`src/rtl/serial_pkg.sv`:
```
// Shared definitions for the 40-bit serial frame link (sender and receiver).
package serial_pkg;

  localparam int FRAME_BITS = 40;

  typedef enum logic [1:0] {
    IDLE,
    SHIFT,
    STOP,
    FLUSH
  } rx_state_t;

  function automatic int cnt_width(input int bits);
    return (bits > 1) ? $clog2(bits) : 1;
  endfunction

endpackage

```
`src/rtl/serial_receiver_if.sv`:
```
// Output side of the serial receiver: one-entry frame register plus status pulses.
interface serial_receiver_if
  import serial_pkg::*;
#(
  parameter int W = serial_pkg::FRAME_BITS
) ();

  // out_valid rises when a frame is loaded and holds, with out_data stable,
  // until a rising edge sees out_valid && out_ready; that edge is the transfer.
  logic [W-1:0] out_data;
  logic         out_valid;
  logic         out_ready;
  logic         frame_err;
  logic         overrun;
  rx_state_t    state;

  modport master (
    output out_data, out_valid, frame_err, overrun, state,
    input  out_ready
  );

  modport slave (
    input  out_data, out_valid, frame_err, overrun, state,
    output out_ready
  );

endinterface

```
`src/rtl/serial_receiver_fsm.sv`:
```
// Frame FSM: start detect, MSB-first shift, stop check, and the one-entry output buffer.
module serial_receiver_fsm
  import serial_pkg::*;
#(
  parameter int FRAME_BITS = serial_pkg::FRAME_BITS
) (
  input  logic clk,
  input  logic rst,
  input  logic sin,
  serial_receiver_if.master bus
);

  localparam int CNT_W = cnt_width(FRAME_BITS);

  rx_state_t             state_q, state_d;
  logic [CNT_W-1:0]      count_q, count_d;
  logic [FRAME_BITS-1:0] shreg_q, shreg_d, data_q;
  logic                  valid_q, err_q, ovr_q;
  logic                  deliver, bad_stop;

  always_ff @(posedge clk or posedge rst) begin
    if (rst) begin
      state_q <= IDLE;
      count_q <= '0;
      shreg_q <= '0;
    end else begin
      state_q <= state_d;
      count_q <= count_d;
      shreg_q <= shreg_d;
    end
  end

  always_comb begin
    state_d  = state_q;
    count_d  = count_q;
    shreg_d  = shreg_q;
    deliver  = 1'b0;
    bad_stop = 1'b0;
    case (state_q)
      IDLE: begin
        if (sin) begin
          count_d = '0;
          state_d = SHIFT;
        end
      end
      SHIFT: begin
        shreg_d = {shreg_q[FRAME_BITS-2:0], sin};
        // Exit on the last sample instead of incrementing, so count never wraps.
        if (count_q == CNT_W'(FRAME_BITS - 1)) state_d = STOP;
        else                                   count_d = count_q + 1'b1;
      end
      STOP: begin
        if (sin) begin
          bad_stop = 1'b1;
          state_d  = FLUSH;
        end else begin
          deliver = 1'b1;
          state_d = IDLE;
        end
      end
      FLUSH: begin
        // Wait for the line to drop so a stuck-high line cannot look like a start bit.
        if (!sin) state_d = IDLE;
      end
      default: state_d = IDLE;
    endcase
  end

  always_ff @(posedge clk or posedge rst) begin
    if (rst) begin
      data_q  <= '0;
      valid_q <= 1'b0;
      err_q   <= 1'b0;
      ovr_q   <= 1'b0;
    end else begin
      err_q <= bad_stop;
      ovr_q <= 1'b0;
      if (deliver) begin
        if (!valid_q || bus.out_ready) begin
          data_q  <= shreg_q;
          valid_q <= 1'b1;
        end else begin
          ovr_q <= 1'b1;
        end
      end else if (valid_q && bus.out_ready) begin
        valid_q <= 1'b0;
      end
    end
  end

  assign bus.out_data  = data_q;
  assign bus.out_valid = valid_q;
  assign bus.frame_err = err_q;
  assign bus.overrun   = ovr_q;
  assign bus.state     = state_q;

endmodule

```
`src/rtl/sync_2ff.sv`:
```
// 1-bit two-flop synchronizer, asynchronous active-high reset to 0.
module sync_2ff (
  input  logic clk,
  input  logic rst,
  input  logic d,
  output logic q
);

  logic meta;

  always_ff @(posedge clk or posedge rst) begin
    if (rst) begin
      meta <= 1'b0;
      q    <= 1'b0;
    end else begin
      meta <= d;
      q    <= meta;
    end
  end

endmodule

```
`src/rtl/serial_receiver.sv`:
```
// 40-bit serial frame deserializer. Define SERIAL_RX_SYNC_EN to put a 2-flop
// synchronizer on sin (adds 2 clocks to every latency).
module serial_receiver
  import serial_pkg::*;
#(
  parameter int FRAME_BITS = serial_pkg::FRAME_BITS
) (
  input  logic                  clk,
  input  logic                  rst,
  input  logic                  sin,
  output logic [FRAME_BITS-1:0] out_data,
  output logic                  out_valid,
  input  logic                  out_ready,
  output logic                  frame_err,
  output logic                  overrun,
  output rx_state_t             state
);

  logic sin_fsm;

`ifdef SERIAL_RX_SYNC_EN
  sync_2ff u_sync (
    .clk (clk),
    .rst (rst),
    .d   (sin),
    .q   (sin_fsm)
  );
`else
  assign sin_fsm = sin;
`endif

  serial_receiver_if #(.W(FRAME_BITS)) bus ();

  serial_receiver_fsm #(.FRAME_BITS(FRAME_BITS)) u_fsm (
    .clk (clk),
    .rst (rst),
    .sin (sin_fsm),
    .bus (bus)
  );

  assign bus.out_ready = out_ready;
  assign out_data      = bus.out_data;
  assign out_valid     = bus.out_valid;
  assign frame_err     = bus.frame_err;
  assign overrun       = bus.overrun;
  assign state         = bus.state;

endmodule
```
`config.mk`:
```
export PLATFORM = sky130hd
export DESIGN_NAME = serial_receiver
export DESIGN_NICKNAME = d
export VERILOG_FILES = /design/src/rtl/serial_pkg.sv /design/src/rtl/serial_receiver_if.sv /design/src/rtl/serial_receiver_fsm.sv /design/src/rtl/sync_2ff.sv /design/src/rtl/serial_receiver.sv
export SDC_FILE = /design/constraint.sdc
export NUM_CORES = 1
export LEC_CHECK = 0
export BUFFER_PORTS_ARGS = -buffer_cell sky130_fd_sc_hd__buf_4
export CORE_ASPECT_RATIO = 0.8
export CORE_MARGIN = 4
export CORE_UTILIZATION = 40
export CTS_CLUSTER_SIZE = 24
export DETAILED_ROUTE_END_ITERATION = 6
export GPL_TIMING_DRIVEN = 0
export HOLD_SLACK_MARGIN = 0.12
export SYNTH_ARGS = -nofsm -noshare
export SYNTH_HDL_FRONTEND = slang
export SYNTH_HIERARCHICAL = 1
export SYNTH_SLANG_ARGS = --single-unit
```
`constraint.sdc`:
```
create_clock -name clk -period 3.7 [get_ports clk]
set_clock_uncertainty 0.1 [all_clocks]
set_input_delay 0.185 -clock clk [delete_from_list [all_inputs] [get_ports clk]]
set_output_delay 0.185 -clock clk [all_outputs]
set_load 0.01 [all_outputs]
```
[Word-level counts from Yosys, hierarchy flattened]
Cells that the tools add are included.
W data, S select, Z words.
Operators by class
  bitwise logic cells: 0
  $add $sub $neg: 1
  reduce and logical (&&, ||, !) cells: 10
  divide/modulo/power cells: 0
  multipliers: 0
  muxes and demuxes: 17
  equal/unequal tests: 9
  shift-type cells: 0
  order comparisons: 0
Operator list (count)
  $mux W6: 2
  $pmux W6 S2: 1
  $mux W1: 9
  $mux W2: 4
  $ne A2 B2 Y1 const B: 4
  $pmux W2 S4: 1
  $add A6 B1 Y6 const B: 1
  $eq A6 B6 Y1 const B: 1
  $reduce_and A3 Y1: 2
  $eq A2 B2 Y1 const B: 2
  $reduce_and A2 Y1: 2
  $reduce_bool A2 Y1: 2
  $eq A2 B1 Y1 const B: 1
  $logic_not A2 Y1: 1
  $ne A2 B1 Y1 const B: 1
  $logic_and A1 B1 Y1: 1
  $logic_not A1 Y1: 1
  $logic_or A1 B1 Y1: 1
Word-level totals
  memories kept: 0
  register bits: 91
  bits in read-only memories: 0
  output and inout bits: 45
  bits in latches: 0
  input bits: 4
  logic and storage cells: 44
  bits in writable memories: 0

[Depth between registers and ports, before layout]
Gate-level depths: netlist (run 1).
  depth in word-level cells: 4
  depth in mapped cells: 6
  mapped depth without buffers: 4

[Worst setup path after synthesis (run 1)]
Ideal clock, no wire load.
  path kind: register -> register
  start point: register u_fsm.state_q[0], in the netlist u_fsm/bus.state[0]
  end point: register u_fsm.shreg_q[10]
  required time: 3.475 ns
  period minus slack after synthesis: 1.598 ns
  setup time: 0.125 ns
  slack: 2.102 ns
  arrival: 1.374 ns
  buffers on the path: 3
  stages on the path, launching flop included: 6
  cells stage by stage: dfrtp_1 -> buf_2 -> nand2b_1 -> buf_2 -> buf_4 -> mux2_2
On the way
  word-level cells in the longest chain between the ends: 1
Ends and longest elaborated chain
  start, declared: line serial_receiver_fsm.sv:15  | rx_state_t state_q, state_d;
  start signal, assigned: line serial_receiver_fsm.sv:27  | state_q <= state_d;
  $eq A2 B1 Y1: line serial_receiver_fsm.sv:39  | case (state_q)
  end signal, assigned: line serial_receiver_fsm.sv:29  | shreg_q <= shreg_d;
  end, declared: line serial_receiver_fsm.sv:17  | logic [FRAME_BITS-1:0] shreg_q, shreg_d, data_q;
Every way passes these cells.
A chain may end at the register's enable or synchronous reset.

[Worst setup path in the final report (run 1)]
  start point: input out_ready
  end point: register u_fsm.data_q[39], in the netlist u_fsm/bus.out_data[39]
On the way
  word-level cells in the longest chain between the ends: 2
Ends and longest elaborated chain
  start, declared: line serial_receiver.sv:13  | input logic out_ready,
  $logic_or A1 B1 Y1: line serial_receiver_fsm.sv:79  | if (!valid_q || bus.out_ready) begin
  $reduce_and A2 Y1 (no source line)
  end signal, assigned: line serial_receiver_fsm.sv:80  | data_q <= shreg_q;
  end, declared: line serial_receiver_fsm.sv:17
Every way passes these cells.

==> results of run 1 <==
==> Yosys cell counts (all sizes together) <==
cell type / number
a2111oi: 1
a211o: 1
a21oi: 1
a221o: 2
a22o: 1
a22oi: 1
and3: 1
buf: 10
dfrtp: 91
ha: 1
inv: 3
mux2: 80
nand2: 9
nand2b: 2
nand3: 4
nor2: 7
nor2b: 2
nor3: 3
o211ai: 1
o21ai: 4
o21bai: 1
or2: 1
or3b: 1
or4: 1
==> worst max-delay path, stage by stage <==
cell and delay (ns):
sky130_fd_sc_hd__dlygate4sd3_1 0.54, sky130_fd_sc_hd__buf_4 0.13, sky130_fd_sc_hd__nand2b_1 0.17, sky130_fd_sc_hd__nand3_1 0.19, sky130_fd_sc_hd__buf_2 0.31, sky130_fd_sc_hd__mux2_2 0.38
==> cell families after synthesis <==
logic type,synth area share [%]
adders and majority gates,0.357
and+or+nand+nor,4.39
AOI/OAI and AO/OA,2.68
buffers and inverters,1.89
muxes,25.7
DFF,65.0
==> layer usage <==
metal,part of all wire (%),wire length (um)
met1,49,2880
met2,45,2600
met3,5.3,309
met4,0.67,39
met5,0,0
==> stage by stage <==
stage                     total power, W  instance area [um2]  setup WS (ns)  TNS (ns)  instances
final                            0.00324                 4250           1.92         0        409
after global routing             0.00347                 4250           1.83         0        409
after CTS                        0.00329                 4250           1.92         0        409
after detailed placement         0.00265                 4040           1.93         0        390
after global placement           0.00261                 4010        -0.0332     -2.72        389
after floorplan                  0.00232                 3500           1.05         0        229
==> worst max path at each step <==
stage / depth (start not counted) / end / slack (ns) / startpoint
finish: 6 / u_fsm/bus.out_data[39] / 1.92 / out_ready
global placement: 2 / u_fsm/bus.out_data[28] / -0.03 / rst
detailed placement: 4 / u_fsm/shreg_q[12] / 1.93 / u_fsm/bus.state[1]
floorplan: 1 / u_fsm/bus.frame_err / 1.05 / rst
CTS: 4 / u_fsm/shreg_q[12] / 1.92 / u_fsm/bus.state[1]
global route: 4 / u_fsm/shreg_q[11] / 1.83 / u_fsm/bus.state[1]
==> state kept, by name, summed over array words and instances, names as in the netlist <==
| signal | flops |
|---|---|
| u_fsm/bus.out_valid | 1 |
| u_fsm/bus.overrun | 1 |
| u_fsm/shreg_q | 40 |
| u_fsm/bus.out_data | 40 |
| u_fsm/bus.frame_err | 1 |
| u_fsm/bus.state | 2 |
| u_fsm/count_q | 6 |
==> report_power, final <==
group          internal, W  leakage (nW)  switching, W
clock             0.000271        0.0989      0.000355
sequential         0.00135          1.18      0.000240
combinational     0.000622         0.838      0.000403
total              0.00224          2.11      0.000998
==> area by class of cell <==
cell class                      instances  share of cell area [%]
Buffer                                 10                    1.30
Timing Repair Buffer                   52                    9.83
Inverter                                3                   0.324
Clock buffer                           10                    3.24
Clock inverter                          6                    1.12
Tap cell                              112                    3.30
Multi-Input combinational cell        125                    27.3
Sequential cell                        91                    53.6
==> impl_summary.md, run 1 <==
Clock tree
The cell sitting at the root of the clock tree is a sky130_fd_sc_hd__clkbuf_8. The post-CTS setup repair buffer count is 0. The number of hold-repair buffers added at the cts stage is 3. Clock tree synthesis inserted a total of 9 buffers. The number of sinks handled by clock tree synthesis is 91.

After clock tree synthesis, the repair step resized 0 gates. Clock latency on the worst-skew pair, taken at its later pin, is 0.35 ns. The maximum count of clock buffers along a single path is 2. TritonCTS built the clock tree.

The depth of the CTS H-tree is 3. The clock-pin slew of the registers on the worst-case setup and hold paths is 0.09 ns.

GRT
The global routing met2 resource utilization is 18.0%. The total overflow left after global routing is 0. The met3 track demand over resource is 4.82%.

The via count of the first global-routing pass came to 2,022. The initial antenna violation count was 0. The highest-utilization routing layer at the global route stage is met2.

Entering global routing, the biggest net connects 63 pins. The total global routing track utilization is 12.1%. The global-route wire length before repair is 10.0 mm. For met1 alone, demand over resource in global routing was 16.7%.

Die
The die outline width is 113 um. Pin placement for this block handled 49 I/O pins. The die outline area is 10,300 um2.

The core region is 8520 um2. Measured along the y axis, the die boundary spans 91.7 um. For this configuration, the core starts out at a cell density of 41.1%.

In this run the core area contains 30 standard-cell rows.

Layout
The sequential cells in the finished layout cover a total of 2280 um2. The share of the core filled with cells is 49.9%. Leaving out fill and tap cells, the most frequent cells in the layout are sky130_fd_sc_hd__dfrtp_1 (91), sky130_fd_sc_hd__mux2_2 (80), sky130_fd_sc_hd__buf_4 (50), sky130_fd_sc_hd__clkbuf_8 (10), sky130_fd_sc_hd__nand2_1 (9). Of the cells placed in the final design, the portion with a size suffix greater than 1 is 53.2%.

After the last flow step, the layout net total stands at 297. The antenna diode count is 0. The combined area of the multi-input logic cells is 1160 um2. Leaving out fill and tap cells, the most frequent cell in the layout is sky130_fd_sc_hd__dfrtp_1.

The number of filler cells placed in the layout is 764. The relative area change from synthesis to final layout is 21.3%.

Worst setup path
The worst reg2reg path startpoint is u_fsm/bus.state[1]. The endpoint type of the worst setup path is a register. The number of cells on the worst reg-to-reg path is 4. The maximum net fanout on the critical path is 10. The register-to-register setup slack is 1.95 ns.

STA classifies the critical path startpoint as a primary input. The endpoint required time on the critical path is 3.84 ns. The type of the worst setup path is in -> reg.

The data arrival time at the worst-slack endpoint is 1.92 ns. The endpoint of the worst-slack reg-to-reg timing path is u_fsm/shreg_q[6].

Placement
Summed over all nets, the half-perimeter wirelength after detailed placement is 3.92 mm. The count of input and output buffers is 48. Routability-driven placement finished with a final weighted congestion of 0.762.

Synthesis
The synthesized netlist net count is 234. Summed over all instances, the cell type with the most area after synthesis is sky130_fd_sc_hd__dfrtp_1. Summing the sequential cell areas from Yosys gives 65.0% of the chip area. By area the synthesized netlist is led by sky130_fd_sc_hd__dfrtp_1 (65%), sky130_fd_sc_hd__mux2_2 (26%), sky130_fd_sc_hd__buf_2 (1.1%).

The cell area that synthesis handed to floorplanning was 3500 um2. The share of the synthesized area in the top cell type is 65.0%. In this run, distinct cell masters in the synthesized netlist total 25. The number of storage elements in the synthesis netlist is 91.

During synthesis, Yosys emitted a total of 6 warnings. After synthesis, the mean cell area works out to 15.3 um2. The cell count after synthesis is 229.

Job
The max-capacitance violation count is 0.

Route
Using the TritonRoute via totals, the vias-per-cell ratio works out to 4.83. Dividing the detail-routed wire length by the instance count gives 14.3 um. The count of nets left with antenna violations after detail routing is 0. For this block, the via count after detailed routing is 1,974.

The first routing iteration left 46 violations. Summed over all layers, the routed wires come to 5.83 mm. For this run, the detailed router's first-pass iteration total came to 4. In the routed design, unresolved DRC markers number 0.

STA
The final max-slew violation count is 0. The post-layout minimum cycle time is 1.78 ns. The ratio of final minimum period to clock period is 48.2%. The peak clock frequency supported by timing is 561 MHz. The worst pin sits at a relative slew slack of 73.3%. The number of endpoints failing setup at the final stage is 0. At the pin with the least slew margin, the transition time is 0.400 ns. The worst hold margin is 0.277 ns. The number of hold violations in the final report came to 0. Setup repair after global routing left no endpoint under its margin.

Hold path
The min-delay analysis places its worst path in the category in -> async.

Power
The total power per unit cell area is 763 nW/um2. The worst-case IR drop observed on VDD is 0.000259 V. The leakage power figure is 2.11 nW.

Run status
The flow ran to the end, and the final reports show no timing, DRC or antenna violations.
(Power assumes the default switching activity.)
==> run 2, diff against run 1 <==
- clock period: 3.7 -> 1.4 ns (I/O delays scaled with it)
==> run 2 against run 1 <==
  * The flow now finishes with violations (hold timing, setup timing)
  * Routed wire length increased by 17%
  * Total power grew to 3.3 times the previous value
  * Register-to-register slack worse by 2.1 ns
  * Largest power group is now combinational logic
==> impl_summary.md, run 2 (synthesized netlist as in run 1, its figures left out) <==
Route
The via-per-instance ratio is 4.89 (was 4.83). The total detailed-routing wirelength is 6.85 mm (was 5.83 mm). The number of DRC markers after the initial detailed-route iteration is 49 (was 46).

The count of nets left with antenna violations after detail routing is 0 (unchanged). The final routed DRC violation total was 0 (unchanged). The number of iterations in the first detailed-routing pass is 4 (unchanged). The total via count in the routed design was 2,125 (was 1,974). The routed wire length per instance was 15.7 um (was 14.3 um).

Worst setup path
The count of buffering cells on the critical path with inverters included was 0 (was 3). The data arrival time at the worst-slack endpoint is 1.69 ns (was 1.92 ns). The delay of the slowest cell on the worst path is 0.41 ns (was 0.54 ns). The endpoint type of the worst setup path is a register (unchanged). The kind of cell with the highest combined delay on the critical path is simple AND/OR/NAND/NOR gates (was buffers and inverters). The cell at the slowest stage of the critical path is sky130_fd_sc_hd__or3b_4 (was sky130_fd_sc_hd__dlygate4sd3_1). The type of the worst setup path is reg -> reg (was in -> reg). The maximum net fanout on the critical path is 3 (was 10). The endpoint required time on the critical path is 1.53 ns (was 3.84 ns).

Crit path cell chain: or3b_4 -> or2_4 -> a221o_1 (was dlygate4sd3_1 -> buf_4 -> nand2b_1 -> nand3_1 -> buf_2 -> mux2_2). The startpoint type of the worst setup path is a register (was primary input).

Clock tree
The clock insertion delay at the later pin of the skew report is 0.35 ns (about the same). The TritonCTS buffer count was 9 (unchanged). The number of hold-repair buffers added at the cts stage is 2 (was 3).

The CTS tree is done (unchanged). The cell chosen for the clock root was sky130_fd_sc_hd__clkbuf_8 (unchanged). The clock-pin slew of the registers on the worst-case setup and hold paths is 0.09 ns (about the same).

The depth of the CTS H-tree is 3 (unchanged). The number of sinks handled by clock tree synthesis is 91 (unchanged). The maximum count of clock buffers along a single path is 2 (unchanged).

GRT
The initial antenna violation count was 0 (unchanged). The largest net degree at the start of global routing was 33 (was 63). The total global routing track utilization is 13.6% (was 12.1%). The global route total overflow is 0 (unchanged). The via count of the first global-routing pass is 2,132 (was 2,022). The global-route wire length before repair is 11.0 mm (was 10.0 mm).

Run status
Run status: finished, violations left (was complete, no violations). The checks that failed: hold timing, setup timing.

Layout
The post-layout net count came to 323 (was 297). The most frequent standard cell in the layout excluding fill and tap cells is sky130_fd_sc_hd__dfrtp_1 (unchanged). Commonest cells after routing, fill and taps aside: sky130_fd_sc_hd__dfrtp_1 (90), sky130_fd_sc_hd__buf_4 (61), sky130_fd_sc_hd__mux2_2 (40), sky130_fd_sc_hd__mux2_4 (40), sky130_fd_sc_hd__buf_6 (11) (was sky130_fd_sc_hd__dfrtp_1 (91), sky130_fd_sc_hd__mux2_2 (80), sky130_fd_sc_hd__buf_4 (50), sky130_fd_sc_hd__clkbuf_8 (10), sky130_fd_sc_hd__nand2_1 (9)). The count of non-filler cells in the finished layout is 435 (was 409). The number of filler cells placed in the layout is 683 (was 764). The relative area change from synthesis to final layout is 39.7% (was 21.3%). The share of layout cells above drive strength 1 is 60.1% (was 53.2%). The antenna diode count is 0 (unchanged).

Power
The clock network power share came to 16.7% (was 19.3%). The total power per unit cell area is 2200 nW/um2 (was 763 nW/um2). The leakage power figure was 2.44 nW (was 2.11 nW).

The net switching fraction of the power is 29.4% (was 30.8%). The switching power of the nets is 0.00317 W (was 0.000998 W). The power share of the sequential group is 39.5% (was 49.1%). The maximum vdd drop is 0.000846 V (was 0.000259 V). The internal power consumption was 0.00760 W (was 0.00224 W). The part of the power in combinational logic is 43.8% (was 31.6%).

Placement
The cell count after placement was 391 (was 390). The detailed-placement wirelength estimate is 4.06 mm (was 3.92 mm). The final weighted congestion of routability-driven global placement is 0.725 (was 0.762). The count of input and output buffers is 48 (unchanged).

STA
The relative max-transition margin came to 55.8% (was 73.3%). The number of hold violations in the final report came to 2 (was 0). The final max-slew violation count was 0 (unchanged). The number of endpoints failing setup at the final stage is 77 (was 0). The routed design could run at a clock period as short as 1.56 ns.

The actual transition at the worst max-transition pin is 0.659 ns (was 0.400 ns). The ratio of final minimum period to clock period is 111%. The final critical-path setup slack came to -0.157 ns (was 1.92 ns). The peak clock frequency supported by timing is 642 MHz. Setup repair after global routing missed its margin: true (was false). The worst hold margin is -0.0314 ns (was 0.277 ns).

Die
The area inside the core boundary came to 8520 um2 (unchanged). The floorplan die height is 91.7 um (unchanged). The die outline area is 10,300 um2 (unchanged). The total I/O pin count is 49 (unchanged). The die outline width is 113 um (unchanged). The placement row count is 30 (unchanged). The initial standard-cell utilization of the core is 41.1% (unchanged).

Hold path
The worst hold path class was in -> reg (was in -> async).

Job
The max-capacitance violation count was 0 (unchanged).
-- run 2: tightest hold or removal path, stage by stage --
cell,delay (ns)
sky130_fd_sc_hd__buf_4,0.07
sky130_fd_sc_hd__nand2b_1,0.17
sky130_fd_sc_hd__nand2_1,0.08
-- run 2: timing repair --
action | CTS | global route
setup buffers | 16 | 6
pin swaps | 3 | 2
gates resized for setup | 13 | 45
endpoints found under the setup margin | 82 | 118
gates cloned | 2 | 3
hold endpoints to repair | 37 | 2
-- run 2: cell type report --
class / instances / area (um2) / area share, %
Sequential cell: 91 / 2280 / 46.5
Multi-Input combinational cell: 125 / 1390 / 28.3
Timing Repair Buffer: 77 / 722 / 14.7
Clock buffer: 12 / 145 / 2.96
Buffer: 10 / 145 / 2.96
Tap cell: 112 / 140 / 2.86
Clock inverter: 4 / 57.6 / 1.18
Inverter: 3 / 15.0 / 0.307
Timing Repair inverter: 1 / 5.00 / 0.102
-- run 2: worst paths after layout --
kind / from / to / slack [ns] / cells past startpoint
worst min-delay path: out_ready / u_fsm/bus.out_valid / -0.03 / 3
min in group asynchronous: rst / u_fsm/shreg_q[19] / 0.18 / 3
worst min register to register: u_fsm/bus.out_data[20] / u_fsm/bus.out_data[20] / 0.41 / 1
worst max register to register: u_fsm/count_q[3] / u_fsm/count_q[0] / -0.16 / 3
worst max-delay path: u_fsm/count_q[3] / u_fsm/count_q[0] / -0.16 / 3
max in group asynchronous: rst / u_fsm/count_q[0] / 0.31 / 5
-- run 2: through the flow --
step | total power [W] | TNS, ns | instance area [um2] | util, % | setup WS [ns]
finish | 0.0108 | -4.20 | 4900 | 57.5 | -0.157
global route | 0.0114 | -8.22 | 4900 | 57.5 | -0.202
CTS | 0.00980 | -4.37 | 4620 | 54.3 | -0.171
detailed placement | 0.00740 | -5.33 | 4180 | 49.0 | -0.217
global placement | 0.00730 | -50.05 | 4140 | 48.6 | -0.633
floorplan | 0.00650 | -0.598 | 3640 | - | -0.151
-- run 2: routing by layer --
layer  wire [um]  up-vias  GRT usage, %
met5           0        -             0
met4          81        0          4.50
met3         307       10          4.82
met2        3270       36          20.6
met1        3190     1083          18.4
li1            -      996             -
-- run 2: power groups by stage --
stage | sequential [W] | clock (W) | combinational [W]
final | 0.00426 | 0.00179 | 0.00472
after global routing | 0.00440 | 0.00199 | 0.00505
after CTS | 0.00420 | 0.00188 | 0.00372
after detailed placement | 0.00430 | 0 | 0.00309
after global placement | 0.00428 | 0 | 0.00302
after floorplan | 0.00421 | 0 | 0.00229
==> run 3, diff against run 2 <==
- TNS_END_PERCENT: not set -> 20
- clock period: 1.4 -> 1.3 ns (I/O delays scaled with it)
==> run 3 against run 2 <==
  * The flow still finishes with violations (hold timing, setup timing)
  * Sequential share of layout area increased by 2.6 points
  * Critical endpoint unchanged
  * Highest routed layer unchanged
  * Cell count decreased by 2.8%
  * Core utilization decreased by 3.0 points
  * Global-route usage decreased by 0.89 points
  * Sequential power increased by 6.3%
  * Setup slack got worse by 0.078 ns
  * Fmax increased by 1.5%
  * Combinational power decreased by 20%
==> impl_summary.md, run 3 (synthesized netlist as in run 1, its figures left out) <==
Run status
Failing checks: hold timing, setup timing (unchanged). Run status: finished, violations left (unchanged).

STA
The post-layout minimum cycle time came to 1.53 ns (was 1.56 ns). The peak clock frequency supported by timing was 652 MHz (was 642 MHz). The final critical-path setup slack is -0.234 ns (was -0.157 ns).

The number of hold violations in the final report is 2 (unchanged). The number of endpoints failing setup at the final stage is 87 (was 77). The relative max-transition margin is 72.5% (was 55.8%). The ratio of final minimum period to clock period is 118% (was 111%). The actual transition at the worst max-transition pin is 0.412 ns (was 0.659 ns).

Setup repair after global routing missed its margin: true (unchanged). The final max-slew violation count was 0 (unchanged). The worst hold margin is -0.0177 ns (was -0.0314 ns).

Worst setup path
The delay of the slowest cell on the worst path was 0.39 ns (was 0.41 ns). The endpoint type of the worst setup path is a register (unchanged). The startpoint type of the worst setup path was a register (unchanged). The number of cells on the worst reg-to-reg path was 3 (unchanged). The type of the worst setup path was reg -> reg (unchanged). The maximum net fanout on the critical path is 4 (was 3). The endpoint required time on the critical path came to 1.43 ns (was 1.53 ns). The critical path depth in cells was 3 (unchanged).

Crit path cell chain: or3b_4 -> or2_4 -> a221o_1 (unchanged). The cell at the slowest stage of the critical path is sky130_fd_sc_hd__dfrtp_1 (was sky130_fd_sc_hd__or3b_4). The kind of cell with the highest combined delay on the critical path is simple AND/OR/NAND/NOR gates (unchanged).

The data arrival time at the worst-slack endpoint came to 1.66 ns (was 1.69 ns). The count of buffering cells on the critical path with inverters included was 0 (unchanged).

Power
The total power per unit cell area is 2290 nW/um2 (was 2200 nW/um2). The maximum vdd drop is 0.000793 V (was 0.000846 V). The leakage power figure is 2.30 nW (was 2.44 nW).

Route
The routed wire length per instance was 14.6 um (was 15.7 um). The count of nets left with antenna violations after detail routing is 0 (unchanged). The final routed DRC violation total is 0 (unchanged). The total via count in the routed design is 2,058 (was 2,125).

The via-per-instance ratio came to 4.87 (was 4.89). The number of iterations in the first detailed-routing pass was 4 (unchanged). The number of DRC markers after the initial detailed-route iteration is 58 (was 49). The total detailed-routing wirelength is 6.18 mm (was 6.85 mm).

Clock tree
The depth of the CTS H-tree is 3 (unchanged). The CTS tree is done (unchanged). The number of hold-repair buffers added at the cts stage is 3 (was 2). The number of sinks handled by clock tree synthesis is 91 (unchanged).

The cell chosen for the clock root is sky130_fd_sc_hd__clkbuf_8 (unchanged). The clock-pin slew of the registers on the worst-case setup and hold paths is 0.09 ns (about the same). The maximum count of clock buffers along a single path was 2 (unchanged).

The clock insertion delay at the later pin of the skew report was 0.34 ns (was 0.35 ns). The TritonCTS buffer count is 9 (unchanged).

GRT
The largest net degree at the start of global routing is 43 (was 33). The total global routing track utilization is 12.7% (was 13.6%). The global route total overflow is 0 (unchanged). The global-route wire length before repair was 10.5 mm (was 11.0 mm). The via count of the first global-routing pass is 2,101 (was 2,132). The initial antenna violation count is 0 (unchanged).

Layout
The post-layout net count is 311 (was 323). The number of filler cells placed in the layout is 726 (was 683). The share of the core filled with cells is 54.4% (was 57.5%). The share of layout cells above drive strength 1 is 57.2% (was 60.1%). The relative area change from synthesis to final layout is 32.3% (was 39.7%). The most frequent standard cell in the layout excluding fill and tap cells was sky130_fd_sc_hd__dfrtp_1 (unchanged). The antenna diode count is 0 (unchanged).

Commonest cells after routing, fill and taps aside: sky130_fd_sc_hd__dfrtp_1 (90), sky130_fd_sc_hd__mux2_2 (66), sky130_fd_sc_hd__buf_4 (60), sky130_fd_sc_hd__mux2_4 (14), sky130_fd_sc_hd__clkbuf_8 (10) (was sky130_fd_sc_hd__dfrtp_1 (90), sky130_fd_sc_hd__buf_4 (61), sky130_fd_sc_hd__mux2_2 (40), sky130_fd_sc_hd__mux2_4 (40), sky130_fd_sc_hd__buf_6 (11)).

Placement
The count of input and output buffers was 48 (unchanged). The final weighted congestion of routability-driven global placement was 0.734 (was 0.725). The detailed-placement wirelength estimate is 3.95 mm (was 4.06 mm).

Hold path
The hold-critical path depth is 3 (unchanged). The worst hold path class is in -> reg (unchanged).

Die
The total I/O pin count is 49 (unchanged). The area inside the core boundary is 8520 um2 (unchanged). The die outline width came to 113 um (unchanged). The die outline area is 10,300 um2 (unchanged). The initial standard-cell utilization of the core came to 41.1% (unchanged). The floorplan die height is 91.7 um (unchanged).

The placement row count is 30 (unchanged).

Job
The max-capacitance violation count is 0 (unchanged).
-- run 3: final cells by class --
class                      instances  area, um2  share of cell area, %
sequential                        91       2280                   49.1
multi-input combinational        125       1260                   27.2
timing repair buffer              66        548                   11.8
buffer                            10        145                   3.13
tap                              112        140                   3.02
clock buffer                      10        138                   2.97
clock inverter                     6        113                   2.43
inverter                           3       15.0                  0.324
-- run 3: path summary, 6_finish.rpt --
path	from	to	slack, ns
worst max-delay path	u_fsm/count_q[4]	u_fsm/count_q[0]	-0.23
worst min-delay path	out_ready	u_fsm/bus.out_valid	-0.02
worst max register to register	u_fsm/count_q[4]	u_fsm/count_q[0]	-0.23
worst min register to register	u_fsm/bus.out_data[17]	u_fsm/bus.out_data[17]	0.41
max in group asynchronous	rst	u_fsm/bus.out_data[26]	0.42
min in group asynchronous	rst	u_fsm/bus.out_data[21]	0.27
-- run 3: per-stage QoR --
| step | TNS [ns] | worst slack, ns | cell area, um2 | instances | total power (W) |
|---|---|---|---|---|---|
| after floorplan | -16.59 | -0.298 | 3510 | 229 | 0.00660 |
| after global placement | -82.48 | -0.557 | 4010 | 389 | 0.00743 |
| after detailed placement | -32.82 | -0.481 | 4050 | 391 | 0.00754 |
| after CTS | -12.90 | -0.239 | 4530 | 416 | 0.0106 |
| after global routing | -17.46 | -0.278 | 4640 | 423 | 0.0113 |
| final | -12.35 | -0.234 | 4640 | 423 | 0.0106 |
-- run 3: where the power goes --
group	switching [W]	internal, W
Combinational	0.00136	0.00241
Sequential	0.000686	0.00385
Clock	0.000974	0.00133
-- run 3: repair_timing --
action | 4_1_cts | 5_1_grt
pin swaps | 3 | 1
buffers inserted | 6 | 6
hold endpoints to repair | 99 | 2
setup endpoints to repair | 88 | 96
gates resized for setup | 43 | 9
cloned | 0 | 1
-- run 3: tightest hold or removal path, delay by kind of cell --
family	cells	cell delay, ns
simple gates	2	0.26
buf+inv	1	0.07
-- run 3: layer usage --
| metal | global-route usage [%] | routed length (um) | vias up | part of all wire, % |
|---|---|---|---|---|
| met1 | 17.5 | 2980 | 1039 | 48 |
| met5 | 0 | 0 | - | 0 |
| met4 | 3.60 | 50 | 0 | 0.81 |
| li1 | - | - | 974 | - |
| met2 | 18.7 | 2820 | 39 | 46 |
| met3 | 5.15 | 331 | 6 | 5.4 |
